## config.mk

```make
export PLATFORM = sky130hd
export DESIGN_NAME = osc_freq_meter
export DESIGN_NICKNAME = d
export VERILOG_FILES = /design/src/rtl/osc_meter_pkg.sv /design/src/rtl/sync_edge_det.sv /design/src/rtl/osc_freq_meter.sv
export SDC_FILE = /design/constraint.sdc
export NUM_CORES = 1
export LEC_CHECK = 0
export CAP_MARGIN = 20
export CORE_ASPECT_RATIO = 1.75
export CORE_MARGIN = 4
export CORE_UTILIZATION = 52
export CTS_CLUSTER_SIZE = 24
export DETAILED_ROUTE_END_ITERATION = 6
export PLACE_DENSITY = 0.74
export SLEW_MARGIN = 20
export SYNTH_ARGS = -nofsm -noshare
export SYNTH_HDL_FRONTEND = slang
export SYNTH_SLANG_ARGS = --single-unit
```

## constraint.sdc

```tcl
create_clock -name clk -period 3.4 [get_ports clk]
set_input_delay 0.51 -clock clk [delete_from_list [all_inputs] [get_ports clk]]
set_output_delay 0.51 -clock clk [all_outputs]
set_load 0.01 [all_outputs]
```

## src/rtl/osc_meter_pkg.sv

```systemverilog
// rtl/osc_meter_pkg.sv - shared FSM state, settle length and gate-window helpers
package osc_meter_pkg;

   typedef enum logic [1:0] {
      IDLE,
      SETTLE,
      COUNT,
      DONE
   } meter_state_t;

   // Extra settle cycles beyond the synchroniser depth: one for the edge
   // detector history flop, one of margin for the mux switch.
   localparam int SETTLE_EXTRA = 2;

   function automatic int settle_cycles(input int sync_stages);
      return sync_stages + SETTLE_EXTRA;
   endfunction

   function automatic int win_cycles(input int win_base, input logic [1:0] win_sel);
      return 1 << (win_base + int'(win_sel));
   endfunction

endpackage

```

## src/rtl/sync_edge_det.sv

```systemverilog
// rtl/sync_edge_det.sv - multi-flop synchroniser followed by a rising-edge pulse
module sync_edge_det #(
   parameter int SYNC_STAGES = 2
) (
   input  logic clk,
   input  logic rst,
   input  logic din,
   output logic pulse
);

   logic [SYNC_STAGES-1:0] sync_q;
   logic                   prev_q;

   always_ff @(posedge clk) begin
      if (rst) begin
         sync_q <= '0;
         prev_q <= 1'b0;
      end else begin
         sync_q <= {sync_q[SYNC_STAGES-2:0], din};
         prev_q <= sync_q[SYNC_STAGES-1];
      end
   end

   assign pulse = sync_q[SYNC_STAGES-1] & ~prev_q;

endmodule

```

## src/rtl/osc_freq_meter.sv

```systemverilog
// rtl/osc_freq_meter.sv - gated rising-edge counter for a selectable ring-oscillator channel
module osc_freq_meter
   import osc_meter_pkg::*;
#(
   parameter int NUM_CH      = 8,
   parameter int CNT_W       = 16,
   parameter int WIN_BASE    = 10,
   parameter int SYNC_STAGES = 2
) (
   input  logic                      clk,
   input  logic                      rst,
   input  logic [NUM_CH-1:0]         osc_in,
   input  logic [$clog2(NUM_CH)-1:0] ch_sel,
   input  logic [1:0]                win_sel,
   input  logic                      start,
   input  logic                      continuous,
   output logic [CNT_W-1:0]          result,
   output logic                      result_valid,
   input  logic                      result_ready,
   output logic                      overflow,
   output logic                      busy
);

   localparam int CH_W = $clog2(NUM_CH);
   localparam int WCW  = WIN_BASE + 4;

   localparam logic [CNT_W-1:0] CNT_MAX     = {CNT_W{1'b1}};
   localparam logic [WCW-1:0]   SETTLE_LAST = WCW'(settle_cycles(SYNC_STAGES) - 1);

   meter_state_t     state;
   logic [CH_W-1:0]  ch_q;
   logic [1:0]       win_q;
   logic             cont_q;
   logic [WCW-1:0]   win_cnt;
   logic [WCW-1:0]   win_last;
   logic [CNT_W-1:0] edge_cnt;
   logic             sat;
   logic             edge_pulse;
   logic             at_max;

   // The synchroniser sees only the channel latched at start, never live ch_sel.
   sync_edge_det #(
      .SYNC_STAGES(SYNC_STAGES)
   ) u_sync_edge_det (
      .clk  (clk),
      .rst  (rst),
      .din  (osc_in[ch_q]),
      .pulse(edge_pulse)
   );

   assign win_last = WCW'(win_cycles(WIN_BASE, win_q) - 1);
   assign at_max   = (edge_cnt == CNT_MAX);

   always_ff @(posedge clk) begin
      if (rst) begin
         state        <= IDLE;
         ch_q         <= '0;
         win_q        <= '0;
         cont_q       <= 1'b0;
         win_cnt      <= '0;
         edge_cnt     <= '0;
         sat          <= 1'b0;
         result       <= '0;
         overflow     <= 1'b0;
         result_valid <= 1'b0;
         busy         <= 1'b0;
      end else begin
         case (state)
            IDLE: begin
               if (start) begin
                  ch_q     <= ch_sel;
                  win_q    <= win_sel;
                  cont_q   <= continuous;
                  win_cnt  <= '0;
                  edge_cnt <= '0;
                  sat      <= 1'b0;
                  busy     <= 1'b1;
                  state    <= SETTLE;
               end
            end
            SETTLE: begin
               edge_cnt <= '0;
               sat      <= 1'b0;
               if (win_cnt == SETTLE_LAST) begin
                  win_cnt <= '0;
                  state   <= COUNT;
               end else begin
                  win_cnt <= win_cnt + 1'b1;
               end
            end
            COUNT: begin
               if (edge_pulse) begin
                  if (at_max) sat <= 1'b1;
                  else        edge_cnt <= edge_cnt + 1'b1;
               end
               // Fold the final cycle's edge straight into the published result.
               if (win_cnt == win_last) begin
                  result       <= (edge_pulse && !at_max) ? edge_cnt + 1'b1 : edge_cnt;
                  overflow     <= sat | (edge_pulse & at_max);
                  result_valid <= 1'b1;
                  state        <= DONE;
               end else begin
                  win_cnt <= win_cnt + 1'b1;
               end
            end
            DONE: begin
               if (result_ready) begin
                  result_valid <= 1'b0;
                  if (cont_q) begin
                     ch_q     <= ch_sel;
                     win_q    <= win_sel;
                     cont_q   <= continuous;
                     win_cnt  <= '0;
                     edge_cnt <= '0;
                     sat      <= 1'b0;
                     state    <= SETTLE;
                  end else begin
                     busy  <= 1'b0;
                     state <= IDLE;
                  end
               end
            end
            default: begin
               busy  <= 1'b0;
               state <= IDLE;
            end
         endcase
      end
   end

endmodule

```

# Word level (Yosys, flattened, before mapping)
# Index checks and enable logic that the tools add are counted.
[classes] add_sub_neg=4 n_lt_le_gt_ge=1 n_eq_ne=16 shift=1 n_mux=46 bitwise_logic=4 n_reduce_logical=14
[ops] op="$mux W16" count=6
[ops] op="$mux W14" count=5
[ops] op="$pmux W16 S4" count=1
[ops] op="$pmux W14 S4" count=1
[ops] op="$ne A2 B2 Y1 const B" count=10
[ops] op="$add A16 B1 Y16 const B" count=1
[ops] op="$eq A16 B16 Y1 const B" count=1
[ops] op="$reduce_and A4 Y1" count=4
[ops] op="$mux W1" count=15
[ops] op="$add A14 B1 Y14 const B" count=1
[ops] op="$eq A14 B14 Y1" count=1
[ops] op="$eq A14 B2 Y1 const B" count=1
[ops] op="$mux W2" count=7
[ops] op="$shl A1 B5 Y14 const A" count=1
[ops] op="$sub A14 B2 Y14 const B" count=1
[ops] op="$reduce_and A5 Y1" count=2
[ops] op="$mux W3" count=3
[ops] op="$pmux W2 S4" count=1
[ops] op="$pmux W1 S2" count=3
[ops] op="$pmux W3 S2" count=1
[ops] op="$reduce_and A3 Y1" count=2
[ops] op="$add A4 B2 Y5 const A" count=1
[ops] op="$eq A2 B2 Y1 const B" count=2
[ops] op="$lt A3 B4 Y1 const B" count=1
[ops] op="other kinds (12)" count=14
[totals] ff_bits=61 input_bits=18 output_inout_bits=19 elab_cells=99

# Longest topological paths before layout
# Gate-level depths: netlist of the first run.
[logic_depth] word_depth=6 mapped_depth=8 mapped_depth_nobuf=7

# Modules after synthesis
# Synthesis of the first run repeated with hierarchy kept, for this count alone.
[hier_totals] hier_cells=406 hier_area_um2=3454.6
[modules_own_cells] mod="osc_freq_meter" n_inst=1 cells_each=399 area_each_um2=3367.0 seq_area_each_um2=1161.1
[modules_own_cells] mod="sync_edge_det" n_inst=1 cells_each=7 area_each_um2=87.6 seq_area_each_um2=60.1

# Worst setup path before layout of the first run
# Ideal clock, no wire load.
[synth_timing] path_type="register to register" from="register win_cnt[0]" to="register result[7]" setup_time_ns=0.088 arrival_time_ns=2.101 t_required_ns=3.312 setup_slack_ns=1.211 path_stages_with_launch=8 path_buffers=1 synth_period_minus_slack_ns=2.189 cell_sequence="dfxtp_1 > ha_1 > and4_1 > nand3_1 > a2111oi_4 > buf_6 > nor2_1 > a311oi_2"
[synth_via] elab_chain_cells=2
[synth_lines] item="start, declared" line="osc_freq_meter.sv:34" rtl="logic [WCW-1:0] win_cnt;"
[synth_lines] item="start signal, assigned" line="osc_freq_meter.sv:88" rtl="win_cnt <= win_cnt + 1'b1;"
[synth_lines] item="start signal, assigned" line="osc_freq_meter.sv:103" rtl="win_cnt <= win_cnt + 1'b1;"
[synth_lines] item="$eq A14 B14 Y1" line="osc_freq_meter.sv:97" rtl="if (win_cnt == win_last) begin"
[synth_lines] item="$reduce_and A2 Y1 (no source line)"
[synth_lines] item="end signal, assigned" line="osc_freq_meter.sv:98" rtl="result <= (edge_pulse && !at_max) ? edge_cnt + 1'b1 : edge_cnt;"
[synth_lines] item="end, declared" line="osc_freq_meter.sv:17" rtl="output logic [CNT_W-1:0] result,"
# No other way between the ends.
# A chain may end at the register's enable or synchronous reset.

# Worst setup path in the final report of the first run
[layout_timing] from="register win_cnt[0]" to="register win_cnt[6]"
[layout_via] elab_chain_cells=3 word_cells_on_any_way=8 classes_between="add/sub: 1; eq/ne: 3; mux: 3; reduce/logical: 1"
[layout_lines] item="$add A14 B1 Y14, or another cell as far along" line="osc_freq_meter.sv:88, osc_freq_meter.sv:103"
[layout_lines] item="$mux W14, or another cell as far along" line="osc_freq_meter.sv:97"
[layout_lines] item="$pmux W14 S4 or $reduce_and A4 Y1 (tied branches)"
# Parallel ways exist; a longest one is shown, timed or not. The select of a mux whose other input is x is not followed.

==> results.toml, run 1 <==
[run_status]
outcome = "complete, no violations"

[synth]
synth-xor-area-share_pct = 2.04
seq_area_frac_synth_pct = 35.6
ys_dominant_reg_cell = "dfxtp_1"
synth_cell_types = 54
syn_inst = 411
synth_top_family_by_area = "compound AO/OA/AOI/OAI gates"
synth_edf_count = 0
syn_avg_cell_area_um2 = 8.36
synthSimpleGateAreaFrac_pct = 23.6
synth_async_sr_flop_share_pct = 0
yosys_warnings = 0
syn_area_um2 = 3430
synth-adder-area-share_pct = 2.55
synthMuxAreaShare_pct = 4.01
ys_ff_latch = 61
syn_nets = 436
synth-compound-area-share_pct = 26.6

[clock_network]
htreeDepth = 3
root_buffer = "clkbuf_8"
cts.sinks = 61
clkSlewWorstSetupHoldPaths_ps = 70
hold_buffers = 0
cts_tree = "yes"
clock_latency_ps = 350
ctsResizeCount = 0
numCtsBuffers = 9
cts_setup_buffers = 0
cts_buffer_depth = 2

[timing]
hold_viol_final = 0
drv_slew = 0
final.setup.tns_ps = 0
slew-limit-headroom_pct = 42.5
rsz0062_at_grt = "no"
fin_worst_skew_ps = 8.52
setup-violations-final = 0
max_slew.worst_pin.slew_ps = 862
min_period_ps = 2640
max_freq_mhz = 378
fin_crit_sh_pct = 77.7

[global_route]
grt_max_degree = 39
grt.overflow.total = 0
antenna_found_initial = 0
grt_pass1_vias = 3205
grt_pass1_wl_um = 15200
grt_usage_pct = 23.6

[pwr]
switchingPower_uw = 756
p_int_mw = 1.40
combPwrFrac_pct = 30.6
p_seq_share_pct = 37.4
swShare_pct = 35.0
p_leak_nw = 1.28
pwr-share-clk_pct = 31.9
p_total_mw = 2.16
p_per_area_nw_per_um2 = 537
ir_drop_v = 0.000292

[floorplan]
rows = 38
coreArea_um2 = 6320
die_w_um = 69.4
start_util_pct = 54.3
die_height_um = 116
dieArea_um2 = 8020
io_pins = 37

[layout]
fillers = 572
antenna_cells = 0
layout_commonest_cell = "dfxtp_1"
areaGrowthSynthToFinish_pct = 17.0
utilization_pct = 63.6
drive_gt1_share_pct = 8.16
final_nets = 461
layout_common_cells = "dfxtp_1 (61), clkdlybuf4s50_1 (35), a21oi_1 (32), nand2_1 (29), o21ai_0 (29)"

[critical_path]
crit_fanout = 27
max_stage_delay_ps = 730
crit_path_end = "win_cnt[6]"
crit_arrival_ps = 2900
cp-end-kind = "register"
critPathLaunch = "win_cnt[0]"
rr_endpoint = "win_cnt[6]"
crit_slowest_cell = "a2111oi_4"
ff2ff_setup_slack_ps = 760
r2r_start = "win_cnt[0]"
r2r_cells = 7
required_ps = 3660
crit_chain = "ha_1 -> and4_1 -> nand3_1 -> a2111oi_4 -> buf_12 -> a211oi_1 -> o32ai_1"
cp-start-kind = "register"
crit_type = "register to register"

[detailed_routing]
route.met3.wl_um = 307
dr.first_iter.drc_count = 202
via_per_inst = 6.27
ant_nets = 0
totalWireLength_um = 9160
first_pass_iters = 4
wl_per_cell_um = 17.6
vias = 3268
wl_met1_um = 3670
top_layer = "met4"
route.met2.wl_um = 4840
drcViolationCount = 0

[placed_design]
place_congestion = 0.887
dp_hpwl_um = 6460
port_buffers = 36

[hold_path]
min_path_type = "register to register"
hold_depth = 2

[run]
maxCapViolations = 0
==> per-layer routing <==
metal	track usage, %	vias to the layer above
met2	43.1	67
met3	4.86	30
li1	-	1613
met1	25.4	1558
met4	12.8	0
met5	0	-
==> worst max-delay path, delay by kind of cell, from the launching register on <==
kind,cells,cell delay [ps]
DFF,1,380
adders and majority gates,1,230
AOI/OAI and AO/OA,3,1040
buffers and inverters,1,250
and+or+nand+nor,2,630
==> final cells by class <==
class / count / area (um2) / area share (%)
multi-input cells: 307 / 2020 / 50.2
flip-flops and latches: 61 / 1220 / 30.4
repair buffers: 42 / 413 / 10.3
clock inverters: 4 / 45.0 / 1.12
well taps: 80 / 100 / 2.49
clock buffers: 12 / 165 / 4.11
inverters: 15 / 56.3 / 1.40
==> power groups by stage <==
stage / Clock (mW) / Sequential (mW) / Combinational [mW]
floorplan: 0 / 0.813 / 0.493
global placement: 0 / 0.820 / 0.640
detailed placement: 0 / 0.824 / 0.659
CTS: 0.694 / 0.809 / 0.659
global route: 0.727 / 0.816 / 0.736
finish: 0.690 / 0.809 / 0.662
==> flip-flops by register name (all words and copies together) (netlist names) <==
name and flops:
busy 1, ch_q 3, cont_q 1, edge_cnt 16
overflow 1, result 16, result_valid 1, sat 1
state 2, u_sync_edge_det.prev_q 1, u_sync_edge_det.sync_q 2, win_cnt 14
win_q 2
==> synthesized netlist by cell type, types with 3 or more instances <==
master     n  area, um2
dfxtp_1   61       1220
a21oi_1   32        160
nand2_1   29        109
o21ai_0   29        145
nand3_1   24        120
nor2_1    22       82.6
clkbuf_1  19       71.3
a211oi_1  17        128
inv_1     15       56.3
nand4_1   12       75.1
or3_1     12       75.1
o32ai_1    9       78.8
a31oi_1    8       50.1
and4_1     8       70.1
o211ai_1   8       60.1
ha_1       7       87.6
mux2i_1    7       70.1
nor3_1     7       35.0
and3_1     6       37.5
or4_1      6       45.0
a21o_1     5       37.5
and2_1     5       31.3
nor2b_1    5       31.3
nor4_1     5       31.3
buf_6      4       45.0
nand2b_1   4       25.0
xnor2_1    4       35.0
xor2_1     4       35.0
buf_1      3       11.3
o21a_1     3       22.5
==> kinds of logic after synthesis <==
group | after synthesis
mux | 11
xor+xnor | 8
compound gates | 131
simple gates | 150
flops | 61
fa+ha+maj | 7
buf+inv | 43
==> stage by stage <==
stage / setup WS [ps] / std cells / area (um2) / hold WS (ps)
3_3_place_gp: 835 / 505 / 3810 / 440
2_1_floorplan: 1210 / 411 / 3430 / 414
3_5_place_dp: 753 / 505 / 3810 / 446
5_1_grt: 535 / 521 / 4020 / 479
4_1_cts: 780 / 521 / 4020 / 455
6_report: 758 / 521 / 4020 / 452
==> worst min path at each step <==
stage / startpoint / to
floorplan: u_sync_edge_det.sync_q[0] / u_sync_edge_det.sync_q[1]
global placement: result[14] / result[14]
detailed placement: result[14] / result[14]
CTS: result[10] / result[10]
global route: result[10] / result[10]
finish: result[12] / result[12]
Power figures use the tool's default switching activity.
==> run 2, diff against run 1 <==
==> constraint.sdc (replaced) <==
create_clock -name clk -period 2.6 [get_ports clk]
set_input_delay 0.39 -clock clk [delete_from_list [all_inputs] [get_ports clk]]
set_output_delay 0.39 -clock clk [all_outputs]
set_load 0.01 [all_outputs]
==> results.toml, run 2 (same netlist as run 1, synthesis figures left out) <==
[run_status]
outcome = "complete, no violations"

[global_route]
grt_usage_pct = 24.4
grt_max_degree = 23
grt_pass1_vias = 3255
grt.overflow.total = 0
antenna_found_initial = 0
grt_pass1_wl_um = 15500

[floorplan]
die_w_um = 69.4
die_height_um = 116
coreArea_um2 = 6320
start_util_pct = 54.3
io_pins = 37
dieArea_um2 = 8020
rows = 38

[clock_network]
cts_setup_buffers = 0
cts_tree = "yes"
cts_buffer_depth = 2
clock_latency_ps = 350
hold_buffers = 0
root_buffer = "clkbuf_8"
cts.sinks = 61
numCtsBuffers = 9
clkSlewWorstSetupHoldPaths_ps = 70
ctsResizeCount = 0
htreeDepth = 3

[detailed_routing]
drcViolationCount = 0
vias = 3305
dr.first_iter.drc_count = 268
first_pass_iters = 4
via_per_inst = 6.21
totalWireLength_um = 9330
wl_per_cell_um = 17.5
ant_nets = 0

[timing]
fin_crit_sh_pct = 92.2
drv_slew = 0
rsz0062_at_grt = "no"
max_slew.worst_pin.slew_ps = 486
fin_worst_skew_ps = 8.08
hold_viol_final = 0
min_period_ps = 2400
setup-violations-final = 0
slew-limit-headroom_pct = 67.6
final.setup.tns_ps = 0
max_freq_mhz = 417

[layout]
layout_common_cells = "dfxtp_1 (61), clkdlybuf4s50_1 (35), a21oi_1 (32), nand2_1 (29), o21ai_0 (29)"
drive_gt1_share_pct = 9.96
areaGrowthSynthToFinish_pct = 18.4
final-seq-area_um2 = 1220
multi_input_area_um2 = 2020
antenna_cells = 0
top_regs = "edge_cnt (16), result (16), win_cnt (14)"
fillers = 583
final_nets = 473
final_cells = 532
utilization_pct = 64.3
layout_commonest_cell = "dfxtp_1"

[placed_design]
port_buffers = 36
place_congestion = 0.909
dp_hpwl_um = 6750
dp.cells = 517

[pwr]
p_leak_nw = 1.32
p_per_area_nw_per_um2 = 677
ir_drop_v = 0.000399

[critical_path]
required_ps = 2820
crit_fanout = 9
cp-end-kind = "register"
crit_type = "register to register"
cp-start-kind = "register"
crit_arrival_ps = 2620

[hold_path]
min_path_type = "register to register"

[run]
maxCapViolations = 0
## run 2: cell count changes in the layout (fill, tap and decap cells not counted), sizes merged
cell	before	now
clkinv	3	1
clkbuf	12	14
bufinv	1	0
buf	7	19
## run 2: layout make-up
class,count,share of cell area (%)
Tap cell,80,2.46
Sequential cell,61,30.0
Multi-Input combinational cell,307,49.7
Clock inverter,1,0.123
Clock buffer,14,4.25
Timing Repair Buffer,54,12.1
Inverter,15,1.39
## run 2: per-layer routing
layer	routed length, um	GRT usage, %
met1	3720	25.3
met2	5040	45.1
met3	257	4.08
met4	314	15.6
met5	0	0
## run 2: metrics by stage
stage	hold WS (ps)	total power, mW	setup WS, ps	instance area, um2
detailed placement	444	1.98	232	3890
finish	448	2.75	203	4070
global route	476	2.91	28.1	4070
floorplan	414	1.71	411	3430
global placement	439	1.96	286	3890
CTS	435	2.77	218	4070
## run 2: report_power, final
group	leakage (nW)	total, mW	internal [mW]	switching [mW]
clock network	0.0926	0.786	0.418	0.368
logic	0.730	0.914	0.352	0.562
registers	0.493	1.05	0.998	0.0562
total	1.32	2.75	1.77	0.986
## run 2: worst max-delay path, cell delays in order (launching register included)
cell and delay (ps):
dfxtp_1 380, ha_1 220, and4_1 280, nand3_1 370, a2111o_1 520, nand3_1 330, o32ai_1 160
## run 2: final timing paths
| check | cells after the start | start | slack (ps) | endpoint |
|---|---|---|---|---|
| max | 6 | win_cnt[0] | 200 | win_cnt[7] |
| min | 2 | result[14] | 450 | result[14] |
| max reg2reg | 6 | win_cnt[0] | 200 | win_cnt[7] |
| min reg2reg | 2 | result[14] | 450 | result[14] |
==> run 3, diff against run 2 <==
--- a/config.mk
+++ b/config.mk
@@ -8,10 +8,9 @@
 export CAP_MARGIN = 20
 export CORE_ASPECT_RATIO = 1.75
 export CORE_MARGIN = 4
-export CORE_UTILIZATION = 52
+export CORE_UTILIZATION = 40
 export CTS_CLUSTER_SIZE = 24
 export DETAILED_ROUTE_END_ITERATION = 6
-export PLACE_DENSITY = 0.74
 export SLEW_MARGIN = 20
 export SYNTH_ARGS = -nofsm -noshare
 export SYNTH_HDL_FRONTEND = slang
==> results.toml, run 3 (same netlist as run 1, synthesis figures left out) <==
[floorplan]
die_w_um = 78.0
die_height_um = 131
start_util_pct = 41.3
rows = 44
dieArea_um2 = 10200
io_pins = 37
coreArea_um2 = 8310

[critical_path]
crit_slowest_cell = "or4_1"
ff2ff_setup_slack_ps = 290
crit_fanout = 9
cp-start-kind = "register"
critPathBufInv = 1
r2r_cells = 6
crit_type = "register to register"
path_delay_family = "compound AO/OA/AOI/OAI gates"
r2r_start = "win_cnt[4]"
cp-end-kind = "register"
crit_arrival_ps = 2510
rr_endpoint = "win_cnt[2]"
crit_chain = "or4_1 -> o41a_1 -> o21a_1 -> buf_4 -> a211oi_1 -> o32ai_1"
max_stage_delay_ps = 540
required_ps = 2800

[global_route]
grt_pass1_wl_um = 16200
grt_max_degree = 35
antenna_found_initial = 0
grt_pass1_vias = 3331
grt.overflow.total = 0
grt_usage_pct = 20.2

[layout]
areaGrowthSynthToFinish_pct = 24.0
layout_commonest_cell = "dfxtp_1"
antenna_cells = 0
top_regs = "edge_cnt (16), result (16), win_cnt (14)"
layout_common_cells = "dfxtp_1 (61), clkdlybuf4s50_1 (35), a21oi_1 (32), nand2_1 (29), o21ai_0 (29)"
final_cells = 571
final_nets = 476
drive_gt1_share_pct = 11.2

[timing]
slew-limit-headroom_pct = 68.8
max_slew.worst_pin.slew_ps = 468
setup-violations-final = 0
min_period_ps = 2310
fin_worst_skew_ps = 3.56
hold_viol_final = 0
rsz0062_at_grt = "no"
final.setup.tns_ps = 0
fin_crit_sh_pct = 88.8
drv_slew = 0
max_freq_mhz = 433

[detailed_routing]
via_per_inst = 5.90
wl_per_cell_um = 17.2
dr.first_iter.drc_count = 250
totalWireLength_um = 9820
drcViolationCount = 0
vias = 3367
first_pass_iters = 4
ant_nets = 0

[clock_network]
clock_latency_ps = 330
cts_buffer_depth = 2
cts_tree = "yes"
ctsResizeCount = 0
numCtsBuffers = 9
cts.sinks = 61
clkSlewWorstSetupHoldPaths_ps = 50
htreeDepth = 3
hold_buffers = 0
root_buffer = "clkbuf_16"
cts_setup_buffers = 0

[run_status]
outcome = "complete, no violations"

[pwr]
p_leak_nw = 1.39
p_per_area_nw_per_um2 = 741
ir_drop_v = 0.000380

[hold_path]
holdPathEnd = "result[14]"
min_path_type = "register to register"
hp-start = "result[14]"
hold_depth = 2

[placed_design]
port_buffers = 36
place_congestion = 0.899
dp.cells = 555
dp_hpwl_um = 6930

[run]
maxCapViolations = 0
[run 3: worst max path at each step]
stage | to | slack, ps | cells after the start | start
finish | win_cnt[2] | 290 | 6 | win_cnt[4]
global placement | win_cnt[7] | 340 | 5 | win_cnt[10]
CTS | win_cnt[2] | 300 | 6 | win_cnt[4]
detailed placement | win_cnt[7] | 320 | 5 | win_cnt[10]
global route | win_cnt[2] | 130 | 6 | win_cnt[4]
floorplan | result[7] | 410 | 7 | win_cnt[0]
[run 3: worst reg2reg max path, stage by stage, from the launching register on]
cell and delay [ps]:
dfxtp_1 340, or4_1 540, o41a_1 470, o21a_1 270, buf_4 200, a211oi_1 240, o32ai_1 120
[run 3: layout make-up]
cell class              instances  area (um2)
repair buffers                 57         526
fillers                       785        4060
clock buffers                   9         225
inverters                      15        56.3
well taps                     115         144
multi-input cells             307        2020
clock inverters                 7        66.3
flip-flops and latches         61        1220
[run 3: per-layer routing]
layer / global-route usage (%) / wire length (um)
met1: 21.7 / 3800
met3: 3.22 / 384
met4: 12.6 / 416
met5: 0 / 0
met2: 36.7 / 5220
[run 3: per-stage QoR]
| stage | worst slack [ps] | power, mW | hold WS (ps) | util [%] | area (um2) |
|---|---|---|---|---|---|
| floorplan | 411 | 1.71 | 414 | - | 3430 |
| global placement | 341 | 1.97 | 445 | 47.7 | 3970 |
| detailed placement | 316 | 1.99 | 443 | 47.7 | 3970 |
| CTS | 298 | 3.17 | 463 | 51.2 | 4260 |
| global route | 134 | 3.31 | 486 | 51.2 | 4260 |
| finish | 292 | 3.16 | 457 | 51.2 | 4260 |
[run 3: power by group]
group	switching [mW]	internal, mW	leakage (nW)
sequential	0.0574	0.999	0.493
clock	0.450	0.735	0.145
combinational	0.561	0.353	0.747
==> RTL change 1, RTL diff (flow settings as in run 2) <==
The parameter `NUM_CH` goes from 8 to 4.
--- a/src/rtl/osc_freq_meter.sv
+++ b/src/rtl/osc_freq_meter.sv
@@ -3,5 +3,5 @@
    import osc_meter_pkg::*;
 #(
-   parameter int NUM_CH      = 8,
+   parameter int NUM_CH      = 4,
    parameter int CNT_W       = 16,
    parameter int WIN_BASE    = 10,
Ports: changed (resized ch_sel and osc_in); port bits go from 37 to 32. No check against the original RTL was run, so the function may have changed too.
==> RTL change 1 against run 2 <==
Final area is 6.2% lower. Area after synthesis down 6.6%. Worst setup slack better by 0.027 ns. Wire length is 13% lower. Clock power about the same. Sequential cell count decreased by 1. Total power shrank 2.9%. Via count decreased by 6.4%. Die area shrank 6.0%. Clock skew is 0.0013 ns lower. Global-route usage shrank 1.2 points. Count of clock-buffer cells in the layout is 1 higher. Largest power group unchanged.
==> RTL change 1: results (changes against run 2) <==
Logic synthesis
  – Commonest cells in the synthesized netlist: dfxtp_1 (60), o21ai_0 (32), a21oi_1 (31), nand2_1 (27), nor2_1 (20)
  – Netlist cell types: 60 (+11%)
  – Post-synthesis mux area share: 0.0258 (-0.0143)
  – Post-Synth Adder-Cell Area: 0.0273 (+0.00181)
  – Syn Nets: 398 (-8.7%)
  – Post-synthesis sequential area ratio: 0.375 (+0.0190)
  – Top post-synthesis cells by area: dfxtp_1 (37%), o21ai_0 (5.0%), a21oi_1 (4.8%), a32o_1 (3.7%), nand2_1 (3.2%)
  – Compound-Gate Fraction of Synth Area: 0.276 (+0.0103)

Route
  – Final WL: 8110 µm (-13%)
  – Vias: 3,095 (-6.4%)
  – Drt first-iter violations: 292 (+9.0%)

Placed design
  – Post-DP Area: 0.00363 mm² (-6.6%)
  – Placed cells: 481 (-7.0%)
  – Port bufs: 31 (-14%)
  – DPL Wire Length: 5720 µm (-15%)
  – Final GP Congestion: 0.933 (+2.7%)

Timing
  – Post-Route Skew: 0.00683 ns (-0.00125 ns)
  – Slew HR: 0.612 (-0.0640)

Global route
  – Vias in the first global route: 2,903 (-11%)
  – Gr usage total: 0.233 (-0.0115)

Outcome
  – Status: finished clean

Worst setup path
  – Max stage delay on crit path: 0.59 ns (+0.07 ns)
  – Slowest cell on the critical path: or4_1

Cells and area
  – # fillers: 546 (-6.3%)
  – Final nets: 434 (-8.2%)
  – Share of cells above drive strength 1: 0.0931 (-0.00648)

Power and ir drop
  – Pint: 1.74 mW (-1.4%)
RTL change 1: changes by cell type after synthesis, sizes merged, moves of 6 or more:
cell and change:
nor3 +7, nand3 -7, or3 -6, and4 -6, a211o +6, clkbuf -6, a211oi -15, a32o +10
RTL change 1: final cells by class:
class	instances	area [µm²]	share of cell area
clock buffer	15	176	0.0463
multi-input combinational	284	1860	0.489
tap	78	97.6	0.0256
sequential	60	1200	0.315
clock inverter	1	5.00	0.00131
timing repair buffer	45	415	0.109
inverter	14	52.6	0.0138
RTL change 1: logic make-up (layout without fill, tap and decap cells):
kind of cell / count (synthesis) / in the layout
flops: 60 / 60
mux: 7 / 7
compound gates: 126 / 126
fa+ha+maj: 7 / 7
simple gates: 132 / 132
buf+inv: 34 / 75
xor+xnor: 12 / 12
RTL change 1: path summary, 6_finish.rpt:
path | from | endpoint | slack, ns | cells past startpoint
min | u_sync_edge_det.sync_q[0]$_SDFF_PP0_ | u_sync_edge_det.sync_q[1]$_SDFF_PP0_ | 0.45 | 1
max reg2reg | win_cnt[4]$_SDFFE_PP0P_ | win_cnt[4]$_SDFFE_PP0P_ | 0.23 | 6
max | win_cnt[4]$_SDFFE_PP0P_ | win_cnt[4]$_SDFFE_PP0P_ | 0.23 | 6
min reg2reg | u_sync_edge_det.sync_q[0]$_SDFF_PP0_ | u_sync_edge_det.sync_q[1]$_SDFF_PP0_ | 0.45 | 1
RTL change 1: power groups by stage:
stage,logic [mW],registers [mW],clock network (mW)
after global routing,0.963,1.03,0.838
after detailed placement,0.857,1.04,0
after floorplan,0.619,1.03,0
after CTS,0.862,1.02,0.800
after global placement,0.845,1.04,0
final,0.865,1.02,0.787
RTL change 1: critical path: cells and delay by family (launching register included):
family,cells,cell delay [ns]
and+or+nand+nor,2,0.67
buffers and inverters,1,0.20
DFF,1,0.37
AOI/OAI and AO/OA,3,1.01
RTL change 1: routing by layer:
layer	global-route usage	share of wire	vias up
met5	0	0	-
met4	0.0962	0.026	0
met3	0.0595	0.037	21
met2	0.410	0.54	65
met1	0.254	0.40	1492
li1	-	-	1517
==> RTL change 2, RTL diff (config.mk and constraints of run 2) <==
Made on the original files. The 4 states of `meter_state_t` get a one-hot encoding in 4 bits.
--- a/src/rtl/osc_meter_pkg.sv
+++ b/src/rtl/osc_meter_pkg.sv
@@ -2,9 +2,9 @@
 package osc_meter_pkg;
 
-   typedef enum logic [1:0] {
-      IDLE,
-      SETTLE,
-      COUNT,
-      DONE
+   typedef enum logic [3:0] {
+      IDLE   = 4'b0001,
+      SETTLE = 4'b0010,
+      COUNT  = 4'b0100,
+      DONE   = 4'b1000
    } meter_state_t;
 
Check against the original RTL: same outputs for any inputs over 10 cycles, from zero or initial values and one cycle with rst high; not proved beyond that.
==> RTL change 2 against run 2 <==
Wire length fell by 13%. Critical path depth grew 1. Via count fell by 6.2%. Worst setup slack better by 0.038 ns. Total power shrank 16%. Sequential share of layout area is 2.1 points higher. Final area is 3.4% lower. Worst hold slack improved by 0.0037 ns. Sequential cell count grew 2. Area after synthesis is 3.6% lower. Highest routed layer unchanged.
==> RTL change 2: results (changes against run 2) <==
Cells and area
  – # fillers: 573 (-1.7%)
  – Share of cells above drive strength 1: 0.0957 (-0.00386)
  – Biggest regs: edge_cnt x16, result x16, win_cnt x14
  – Final nets: 435 (-8.0%)

Worst setup path
  – CP arrival: 2.63 ns (about the same)
  – Cell family with most CP delay: simple AND/OR/NAND/NOR gates
  – Max stage delay on crit path: 0.62 ns (+0.10 ns)
  – Slowest cell on the critical path: or4_1
  – Top fanout value on the critical path: 8 (-1)
  – Worst Reg-to-Reg Cells: 7 (+1)

Clock network
  – CTS clk-pin slew, worst paths: 0.07 ns (about the same)
  – Cts bufs inserted: 9 (unchanged)
  – H-tree levels: 3 (unchanged)
  – Post-CTS sizing: 0 (unchanged)
  – Root Driver: clkbuf_8
  – Clock Tree Buf Depth: 2 (unchanged)
  – Clock Latency Late Sink: 0.35 ns (about the same)
  – Post-CTS Setup Bufs: 0 (unchanged)

Global route
  – Largest net degree at the start of global routing: 54 (+130%)
  – Initial antenna violation count: 0 (unchanged)
  – Gr usage total: 0.233 (-0.0116)
  – First-pass GRT wire length: 13,900 µm (-10%)
  – Vias in the first global route: 3,090 (-5.1%)

Route
  – Drt first-iter violations: 167 (-38%)
  – Vias: 3,099 (-6.2%)
  – Drt pass-1 iters: 4 (unchanged)
  – Avg WL per Cell: 16.3 µm (-6.9%)

Power and ir drop
  – Maximum vdd drop: 0.362 mV (-9.3%)
  – Pleak: 1.32 nW (+0.38%)

Placed design
  – Final GP Congestion: 0.810 (-11%)
  – Worst slack, placed: 0.216 ns (-0.0164 ns)
  – Port bufs: 36 (unchanged)
  – Post-DP Area: 0.00376 mm² (-3.3%)
  – DPL Wire Length: 5860 µm (-13%)

Logic synthesis
  – Commonest cells in the synthesized netlist: dfxtp_1 (63), nor2_1 (39), a21oi_1 (22), nand2_1 (22), nand3_1 (18)
  – Syn Nets: 399 (-8.5%)
  – Top post-synthesis cells by area: dfxtp_1 (38%), nor2_1 (4.4%), a21oi_1 (3.3%), a221o_1 (3.0%), nand3_1 (2.7%)
  – Post-synthesis sequential area ratio: 0.381 (+0.0254)
  – Post-synth ARST share: 0 (unchanged)
  – Netlist cell types: 63 (+17%)
  – Syn. warnings: 0 (unchanged)

Timing
  – Post-Route Skew: 0.00611 ns (-0.00197 ns)
  – Slew of the pin with the lowest slew margin: 0.800 ns (+0.314 ns)

Hold path
  – Hold Path Stages: 2 (unchanged)
  – Min-delay worst type: reg2reg

Outcome
  – Status: finished clean
## RTL change 2: cell types whose count changed after synthesis, sizes merged, moves of 9 or more
cell    before  now
clkbuf      19   10
inv         15    5
nor2        22   39
a221o        0   10
a21oi       32   23
o21ai       29   16
o31ai        1   11
## RTL change 2: power by group
| group | switching [mW] | internal [mW] |
|---|---|---|
| logic | 0.288 | 0.207 |
| registers | 0.0490 | 1.01 |
| clock network | 0.362 | 0.387 |
## RTL change 2: layout make-up
type	instances	area, µm²	share of cell area
Clock buffer	13	159	0.0405
Clock inverter	1	5.00	0.00128
Inverter	5	18.8	0.00478
Multi-Input combinational cell	289	1910	0.487
Sequential cell	63	1260	0.321
Tap cell	80	100	0.0255
Timing Repair Buffer	47	468	0.119
## RTL change 2: worst paths after layout
check | start | slack (ns) | end
worst max-delay path | edge_cnt[0]$_SDFFE_PP0P_ | 0.24 | result[7]$_SDFFE_PP0P_
worst max register to register | edge_cnt[0]$_SDFFE_PP0P_ | 0.24 | result[7]$_SDFFE_PP0P_
worst min-delay path | result[14]$_SDFFE_PP0P_ | 0.45 | result[14]$_SDFFE_PP0P_
worst min register to register | result[14]$_SDFFE_PP0P_ | 0.45 | result[14]$_SDFFE_PP0P_
## RTL change 2: cells by family after synthesis
| group | count (synthesis) | share of synthesized area |
|---|---|---|
| AO/OA/AOI/OAI | 112 | 0.253 |
| XOR/XNOR | 6 | 0.0159 |
| adder cells (fa/ha/maj) | 2 | 0.00756 |
| buffers and inverters | 27 | 0.0412 |
| flip-flops | 63 | 0.381 |
| multiplexers | 9 | 0.0351 |
| AND/OR/NAND/NOR | 160 | 0.266 |
## RTL change 2: stage by stage
step / power, mW / std cells
2_1_floorplan: 1.40 / 379
3_3_place_gp: 1.56 / 484
3_5_place_dp: 1.57 / 484
4_1_cts: 2.33 / 498
5_1_grt: 2.42 / 498
6_report: 2.30 / 498
## RTL change 2: worst reg2reg max path, cell delays in order, from the launching register on
cell and delay (ns):
dfxtp_1 0.41, ha_1 0.26, nand3_2 0.18, or4_1 0.62, buf_4 0.20, o2111ai_1 0.30
xnor2_1 0.12, a211oi_1 0.19
## RTL change 2: routing by layer
metal | share of wire | up-vias | track usage
met5 | 0 | - | 0
met4 | 0.030 | 0 | 0.112
met3 | 0.033 | 27 | 0.0591
met2 | 0.55 | 58 | 0.412
met1 | 0.39 | 1479 | 0.245
li1 | - | 1535 | -
